--- config.mk ---
export PLATFORM = sky130hd
export DESIGN_NAME = scv_audio_out_flat
export DESIGN_NICKNAME = d
export VERILOG_FILES = /design/src/rtl/scv_audio_out_if.sv /design/src/rtl/scv_audio_out.sv /design/src/flat_wrapper.sv
export SDC_FILE = /design/constraint.sdc
export NUM_CORES = 1
export LEC_CHECK = 0
export ABC_AREA = 0
export BUFFER_PORTS_ARGS = -buffer_cell sky130_fd_sc_hd__buf_4
export CAP_MARGIN = 20
export CORE_ASPECT_RATIO = 0.9
export CORE_UTILIZATION = 63
export CTS_CLUSTER_SIZE = 16
export DETAILED_ROUTE_END_ITERATION = 12
export PLACE_DENSITY = 0.81
export SETUP_SLACK_MARGIN = 0.02
export SYNTH_ARGS = -nofsm -noshare
export SYNTH_HDL_FRONTEND = slang
export SYNTH_SLANG_ARGS = --single-unit
export TNS_END_PERCENT = 5
--- constraint.sdc ---
create_clock -name CLK -period 5.8 [get_ports CLK]
set_input_delay 0.58 -clock CLK [delete_from_list [all_inputs] [get_ports CLK]]
set_output_delay 0.58 -clock CLK [all_outputs]
set_load 0.02 [all_outputs]
--- src/rtl/scv_audio_out_if.sv ---
// Audio back-end bus: APU PCM strobe and mute in, decimated signed sample out.
interface scv_audio_out_if;
  logic               AUD_CE;
  logic [8:0]         AUD_PCM;
  logic               MUTE;
  logic signed [15:0] AUD_OUT;
  logic               AUD_VALID;

  modport master (output AUD_CE, AUD_PCM, MUTE, input AUD_OUT, AUD_VALID);
  modport slave  (input AUD_CE, AUD_PCM, MUTE, output AUD_OUT, AUD_VALID);
endinterface

--- src/rtl/scv_audio_out.sv ---
// Box-car decimator (6 MHz -> 48 kHz) with re-centring to signed 16-bit and an
// optional one-pole DC-blocking high-pass on the decimated stream.
module scv_audio_out #(
  parameter bit          DC_BLOCK = 1'b1,
  parameter int unsigned DECIM    = 125
) (
  input  logic           CLK,
  input  logic           RESB,
  scv_audio_out_if.slave aud
);
  localparam int unsigned ACC_W = 16;
  localparam int unsigned CNT_W = 7;
  localparam int unsigned Y_W   = 19;
  localparam logic [CNT_W-1:0]      CNT_LAST = CNT_W'(DECIM - 1);
  localparam logic signed [ACC_W:0] X_OFFSET = 17'sd32000;
  localparam logic signed [Y_W-1:0] Y_MAX    = 19'sd32767;
  localparam logic signed [Y_W-1:0] Y_MIN    = -19'sd32768;

  logic [ACC_W-1:0]        acc;
  logic [CNT_W-1:0]        cnt;
  logic                    v1;
  logic signed [ACC_W-1:0] x;
  logic signed [ACC_W-1:0] xp;
  logic signed [ACC_W-1:0] yp;

  logic                    sample_edge_c;
  logic [ACC_W-1:0]        acc_sum_c;
  logic signed [ACC_W:0]   x_wide_c;
  logic signed [Y_W-1:0]   y_wide_c;
  logic signed [ACC_W-1:0] y_sat_c;
  logic signed [ACC_W-1:0] y_sel_c;

  // Stage 1: window accumulation; the closing PCM value belongs to this window.
  always_comb begin
    sample_edge_c = aud.AUD_CE && (cnt == CNT_LAST);
    acc_sum_c     = acc + ACC_W'(aud.AUD_PCM);
    x_wide_c      = $signed({1'b0, acc_sum_c}) - X_OFFSET;
  end

  always_ff @(posedge CLK or negedge RESB) begin
    if (!RESB) begin
      acc <= '0;
      cnt <= '0;
      v1  <= 1'b0;
      x   <= '0;
    end else begin
      v1 <= sample_edge_c;
      if (sample_edge_c) begin
        x   <= x_wide_c[ACC_W-1:0];
        acc <= '0;
        cnt <= '0;
      end else if (aud.AUD_CE) begin
        acc <= acc_sum_c;
        cnt <= cnt + CNT_W'(1);
      end
    end
  end

  // Stage 2: y = x - xp + yp - (yp >>> 8) at 19 bits, saturated back to 16.
  always_comb begin
    y_wide_c = Y_W'(x) - Y_W'(xp) + Y_W'(yp) - Y_W'(yp >>> 8);
    if (y_wide_c > Y_MAX) begin
      y_sat_c = 16'sh7FFF;
    end else if (y_wide_c < Y_MIN) begin
      y_sat_c = -16'sh8000;
    end else begin
      y_sat_c = y_wide_c[ACC_W-1:0];
    end
    y_sel_c = DC_BLOCK ? y_sat_c : x;
  end

  // Filter history advances even while muted so unmuting resumes seamlessly.
  always_ff @(posedge CLK or negedge RESB) begin
    if (!RESB) begin
      xp            <= '0;
      yp            <= '0;
      aud.AUD_OUT   <= '0;
      aud.AUD_VALID <= 1'b0;
    end else begin
      aud.AUD_VALID <= v1;
      if (v1) begin
        xp          <= x;
        yp          <= y_sat_c;
        aud.AUD_OUT <= aud.MUTE ? '0 : y_sel_c;
      end
    end
  end
endmodule
--- src/flat_wrapper.sv ---
// flat-port wrapper written by rule: the top's interface ports become plain ports
module scv_audio_out_flat 
#(
  parameter bit          DC_BLOCK = 1'b1,
  parameter int unsigned DECIM    = 125
)
  (CLK, RESB, aud_AUD_CE, aud_AUD_PCM, aud_MUTE, aud_AUD_OUT, aud_AUD_VALID);
  scv_audio_out_if aud_i ();
  input  logic CLK;
  input  logic RESB;
  input wire logic [$bits(aud_i.AUD_CE)-1:0] aud_AUD_CE;
  input wire logic [$bits(aud_i.AUD_PCM)-1:0] aud_AUD_PCM;
  input wire logic [$bits(aud_i.MUTE)-1:0] aud_MUTE;
  output wire logic [$bits(aud_i.AUD_OUT)-1:0] aud_AUD_OUT;
  output wire logic [$bits(aud_i.AUD_VALID)-1:0] aud_AUD_VALID;
  assign aud_i.AUD_CE = aud_AUD_CE;
  assign aud_i.AUD_PCM = aud_AUD_PCM;
  assign aud_i.MUTE = aud_MUTE;
  assign aud_AUD_OUT = aud_i.AUD_OUT;
  assign aud_AUD_VALID = aud_i.AUD_VALID;
  scv_audio_out #(.DC_BLOCK(DC_BLOCK), .DECIM(DECIM)) u_core (.CLK(CLK), .RESB(RESB), .aud(aud_i));
endmodule
# Word-level counts from Yosys, hierarchy flattened
# Index checks and enable logic that the tools add are counted.
# word_totals
ff_bits	89
in_bits	13
out_inout_bits	17
elab_cells	26
# classes
addsub	6
magnitude_cmp	2
n_eq_ne	1
n_mux	7
n_reduce_logical	2
# ops
op	n
two-way mux 16 bit	5
greater-than comparator 19 x 16 -> 1 bit, second input constant	1
less-than comparator 19 x 16 -> 1 bit, second input constant	1
subtractor 19 x 8 -> 19 bit	1
adder 17 x 16 -> 18 bit	1
subtractor 16 x 16 -> 17 bit	1
adder 16 x 9 -> 16 bit	1
subtractor 16 x 15 -> 16 bit, second input constant	1
two-way mux 7 bit	2
adder 7 x 1 -> 7 bit, second input constant	1
== test 7 bit, second input constant	1
nonzero test 2 bit	1
logical AND 1 bit	1

# Logic depth before layout (Yosys ltp)
# logic_depth
ltp_word	7
ltp_mapped	26
mapped_depth_nobuf	24

# Worst setup path before layout
# Ideal clock, no wire load.
# synth_path
path_type	reg-to-reg
start	register u_core.yp[1]
end	register u_core.yp[13]
setup_time_ns	0.087
arrival_time_ns	5.141
setup_slack_ns	0.572
stages_incl_launch_ff	24
path_buffers	3
synth_period_minus_slack_ns	5.228
cell_sequence	dfrtp_1 -> fa_1 -> fa_1 -> a21o_1 -> a21o_1 -> a21oi_2 -> o21ai_1 -> a2111oi_0 -> nor3_1 -> a221o_1 -> a21oi_1 -> xnor2_1 -> ha_1 -> buf_2 -> and4_1 -> and2_4 -> a221oi_2 -> nor2_1 -> a211oi_2 -> a211oi_2 -> o21a_1 -> buf_6 -> buf_6 -> a22oi_1
# synth_between
elab_chain_cells	5
# synth_rtl
element	line_no	rtl
start, declared	scv_audio_out.sv:24	logic signed [ACC_W-1:0] yp;
start signal, assigned	scv_audio_out.sv:83	yp <= y_sat_c;
adder 17 x 16 -> 18 bit *	scv_audio_out.sv:61	y_wide_c = Y_W'(x) - Y_W'(xp) + Y_W'(yp) - Y_W'(yp >>> 8);
subtractor 19 x 8 -> 19 bit *	scv_audio_out.sv:61	
less-than comparator 19 x 16 -> 1 bit	scv_audio_out.sv:64	end else if (y_wide_c < Y_MIN) begin
two-way mux 16 bit	scv_audio_out.sv:64	
two-way mux 16 bit *	scv_audio_out.sv:62	if (y_wide_c > Y_MAX) begin
# Mark *: on every way between the ends. The rest lies on a longest branch, timed or not.
# A chain may end at the register's enable or synchronous reset.

# Worst setup path after layout
# layout_path
start	register u_core.yp[1]
end	register u_core.yp[7]
# Same word-level chain as after synthesis.

==> results.tsv <==
metric	value	unit
portBuffers	29	
dp_hpwl	9940	µm
grt_max_degree	61	
dieArea	0.0105	mm²
r2r_start	u_core.yp[1]	
fmax	0.181	GHz
cap_violations	0	
cts_buffer_depth	2	
totalWireLength	13100	µm
ant_nets	0	
finalMaxSlewViolations	0	
status	finished, final reports clean	
num_antenna_cells	0	
end_kind	register	
first_global_vias	4872	
worstMarginPinSlew	0.863	ns
syn2layout_area_growth	8.76	%
cp.required	6.02	ns
die_w	108	µm
setup_viol	0	
layout-drive-gt1-share	0.147	
ir_worst_vdd	0.000251	V
cts_hold_buf	0	
initial_core_util	0.651	
path_max_fanout	10	
vias	4809	
arrival	5.74	ns
r2r_end	u_core.yp[7]	
cts_sinks	89	
path_class	reg -> reg	
die-height	97.2	µm
synth_common_cells	dfrtp_1 (89), inv_1 (84), nand2_1 (61), ha_1 (48), o21ai_0 (40)	
final_util	0.708	
ff2ff_path_depth	21	
avgSynthCellArea	9.46	µm²
synthCells	670	
htree_levels	3	
max_slew_margin	0.424	
synth_warnings	0	
grt_pass1_wl	22500	µm
cts_buffers	9	
use_met3	0.0376	
antenna_found_initial	0	
gr-usage-met2	0.444	
p_leak	3.24	nW
drt-pass1-iter-count	5	
final_nets	773	
rrSetupSlack	0.28	ns
power_density	255	mW/mm²
clock_skew	0.0121	ns
drtIter0Drc	217	
period_needed	5.52	ns
drc	0	
gp_congestion	0.889	
yosysUniqueCellTypes	73	
hold_violations	0	
cts_tree	done	
core_area	0.00974	mm²
synth_area_leaders	dfrtp_1 (35%), ha_1 (9.5%), fa_1 (5.7%)	
root_buffer	clkbuf_8	
ys_ff_latch	89	
synth_ff_type	dfrtp_1	
num_rows	34	
hold_class	in -> async	
layout_setup_ws	0.278	ns
syn_nets	749	
vias_per_cell	5.83	
pre_cts_ws	0.0929	ns
ios	30	
wire_per_inst	15.9	µm
start_kind	register	
grt.total_usage	0.273	
synth_edf_count	0	
synth_most_common_cell	dfrtp_1	
n_fill_cell	764	
grt-busiest-layer	met2	
worstSkewPairLatency	0.37	ns
fin_crit_sh	0.952	
grt-ovfl-total	0	
synth_seq_area_share	0.351	
netlist_area	0.00634	mm²
hold_ws	0.122	ns
synth.largest_area_cell	dfrtp_1	
cts.clk_slew.worst_paths	0.09	ns
synth_top_cell_area_share	0.351	
met1_usage	0.374	
ys_async_sr_fraction	1.00	
==> cells by family after synthesis <==
logic type,Yosys count,synth area share
simple gates,159,0.123
compound gates,190,0.214
buf+inv,106,0.0697
flops,89,0.351
xor+xnor,46,0.0647
fa+ha+maj,66,0.152
mux,14,0.0255
==> worst max path at each step <==
stage	startpoint	endpoint	slack, ns	cells after the start
CTS	u_core.yp[1]	u_core.aud.AUD_OUT[13]	0.04	21
floorplan	u_core.yp[1]	u_core.yp[13]	0.57	23
global placement	u_core.yp[1]	u_core.aud.AUD_OUT[12]	0.25	20
global route	u_core.yp[1]	u_core.aud.AUD_OUT[13]	-0.004	21
detailed placement	u_core.yp[1]	u_core.yp[5]	0.09	20
finish	u_core.yp[1]	u_core.yp[7]	0.28	21
==> flip-flops by register name, indices dropped and copies added, names as in the netlist <==
name	count
u_core.aud.AUD_OUT	16
u_core.xp	16
u_core.x	16
u_core.v1	1
u_core.cnt	7
u_core.aud.AUD_VALID	1
u_core.acc	16
u_core.yp	16
==> power breakdown <==
| part | total (mW) | switching, mW | leakage [nW] | internal, mW |
|---|---|---|---|---|
| clock | 0.454 | 0.229 | 0.102 | 0.225 |
| combinational | 0.557 | 0.321 | 1.97 | 0.236 |
| sequential | 0.744 | 0.0602 | 1.17 | 0.684 |
| total | 1.76 | 0.611 | 3.24 | 1.14 |
==> stage by stage <==
| stage | std cells | power, mW | cell area [µm²] | TNS [ns] |
|---|---|---|---|---|
| after floorplan | 670 | 1.20 | 6340 | 0 |
| after global placement | 808 | 1.29 | 6630 | 0 |
| after detailed placement | 808 | 1.31 | 6630 | 0 |
| after CTS | 824 | 1.76 | 6850 | 0 |
| after global routing | 825 | 1.87 | 6900 | -0.00416 |
| final | 825 | 1.76 | 6900 | 0 |
==> layout by cell type (no fill, tap or decap), drive strengths merged, types with 2 or more instances in the layout <==
| master | instances |
|---|---|
| a2111oi | 3 |
| a211oi | 9 |
| a21boi | 11 |
| a21o | 18 |
| a21oi | 43 |
| a221oi | 2 |
| a22o | 3 |
| a22oi | 12 |
| a31oi | 2 |
| and2 | 7 |
| and3 | 5 |
| buf | 35 |
| clkbuf | 11 |
| clkinvlp | 2 |
| dfrtp | 89 |
| fa | 18 |
| ha | 48 |
| inv | 85 |
| mux2 | 14 |
| nand2 | 61 |
| nand2b | 9 |
| nand3 | 15 |
| nand4 | 3 |
| nor2 | 30 |
| nor2b | 3 |
| nor3 | 9 |
| nor4 | 5 |
| o211ai | 2 |
| o21a | 9 |
| o21ai | 46 |
| o22ai | 9 |
| o2bb2ai | 5 |
| o31ai | 7 |
| or3 | 6 |
| xnor2 | 31 |
| xor2 | 15 |
==> what timing repair did <==
| item | in CTS | in global routing |
|---|---|---|
| hold endpoints to repair | 0 | 0 |
| cloned | 0 | 0 |
| setup endpoints to repair | 1 | 30 |
| pin swaps | 0 | 1 |
| setup buffers | 0 | 1 |
| gates resized for setup | 1 | 10 |
==> metal layers <==
layer,vias to the layer above,share of wire
li1,2359,-
met1,2307,0.46
met2,119,0.48
met3,24,0.041
met4,0,0.020
met5,-,0
==> critical path, cell delays in order (launching register included) <==
cell and delay (ns):
dfrtp_1 0.43, fa_1 0.54, fa_1 0.48, a21o_1 0.19
a21o_1 0.20, a21oi_2 0.17, o21ai_1 0.13, a2111oi_2 0.38
nor3_1 0.17, a221o_1 0.34, a21oi_1 0.18, xnor2_1 0.18
ha_4 0.27, and4_1 0.20, and2_4 0.17, a221oi_2 0.24
and2_1 0.21, a211oi_4 0.10, a211oi_2 0.24, o21a_2 0.21
a21boi_0 0.26, a21oi_1 0.06
==> layout make-up <==
| cell class | count | area, µm² | share of cell area |
|---|---|---|---|
| clock buffers | 11 | 151 | 0.0220 |
| clock inverters | 5 | 62.6 | 0.00907 |
| repair buffers | 35 | 263 | 0.0381 |
| well taps | 126 | 158 | 0.0229 |
| multi-input cells | 475 | 3720 | 0.539 |
| flip-flops and latches | 89 | 2230 | 0.323 |
| inverters | 84 | 315 | 0.0457 |
Power figures use the tool's default switching activity.
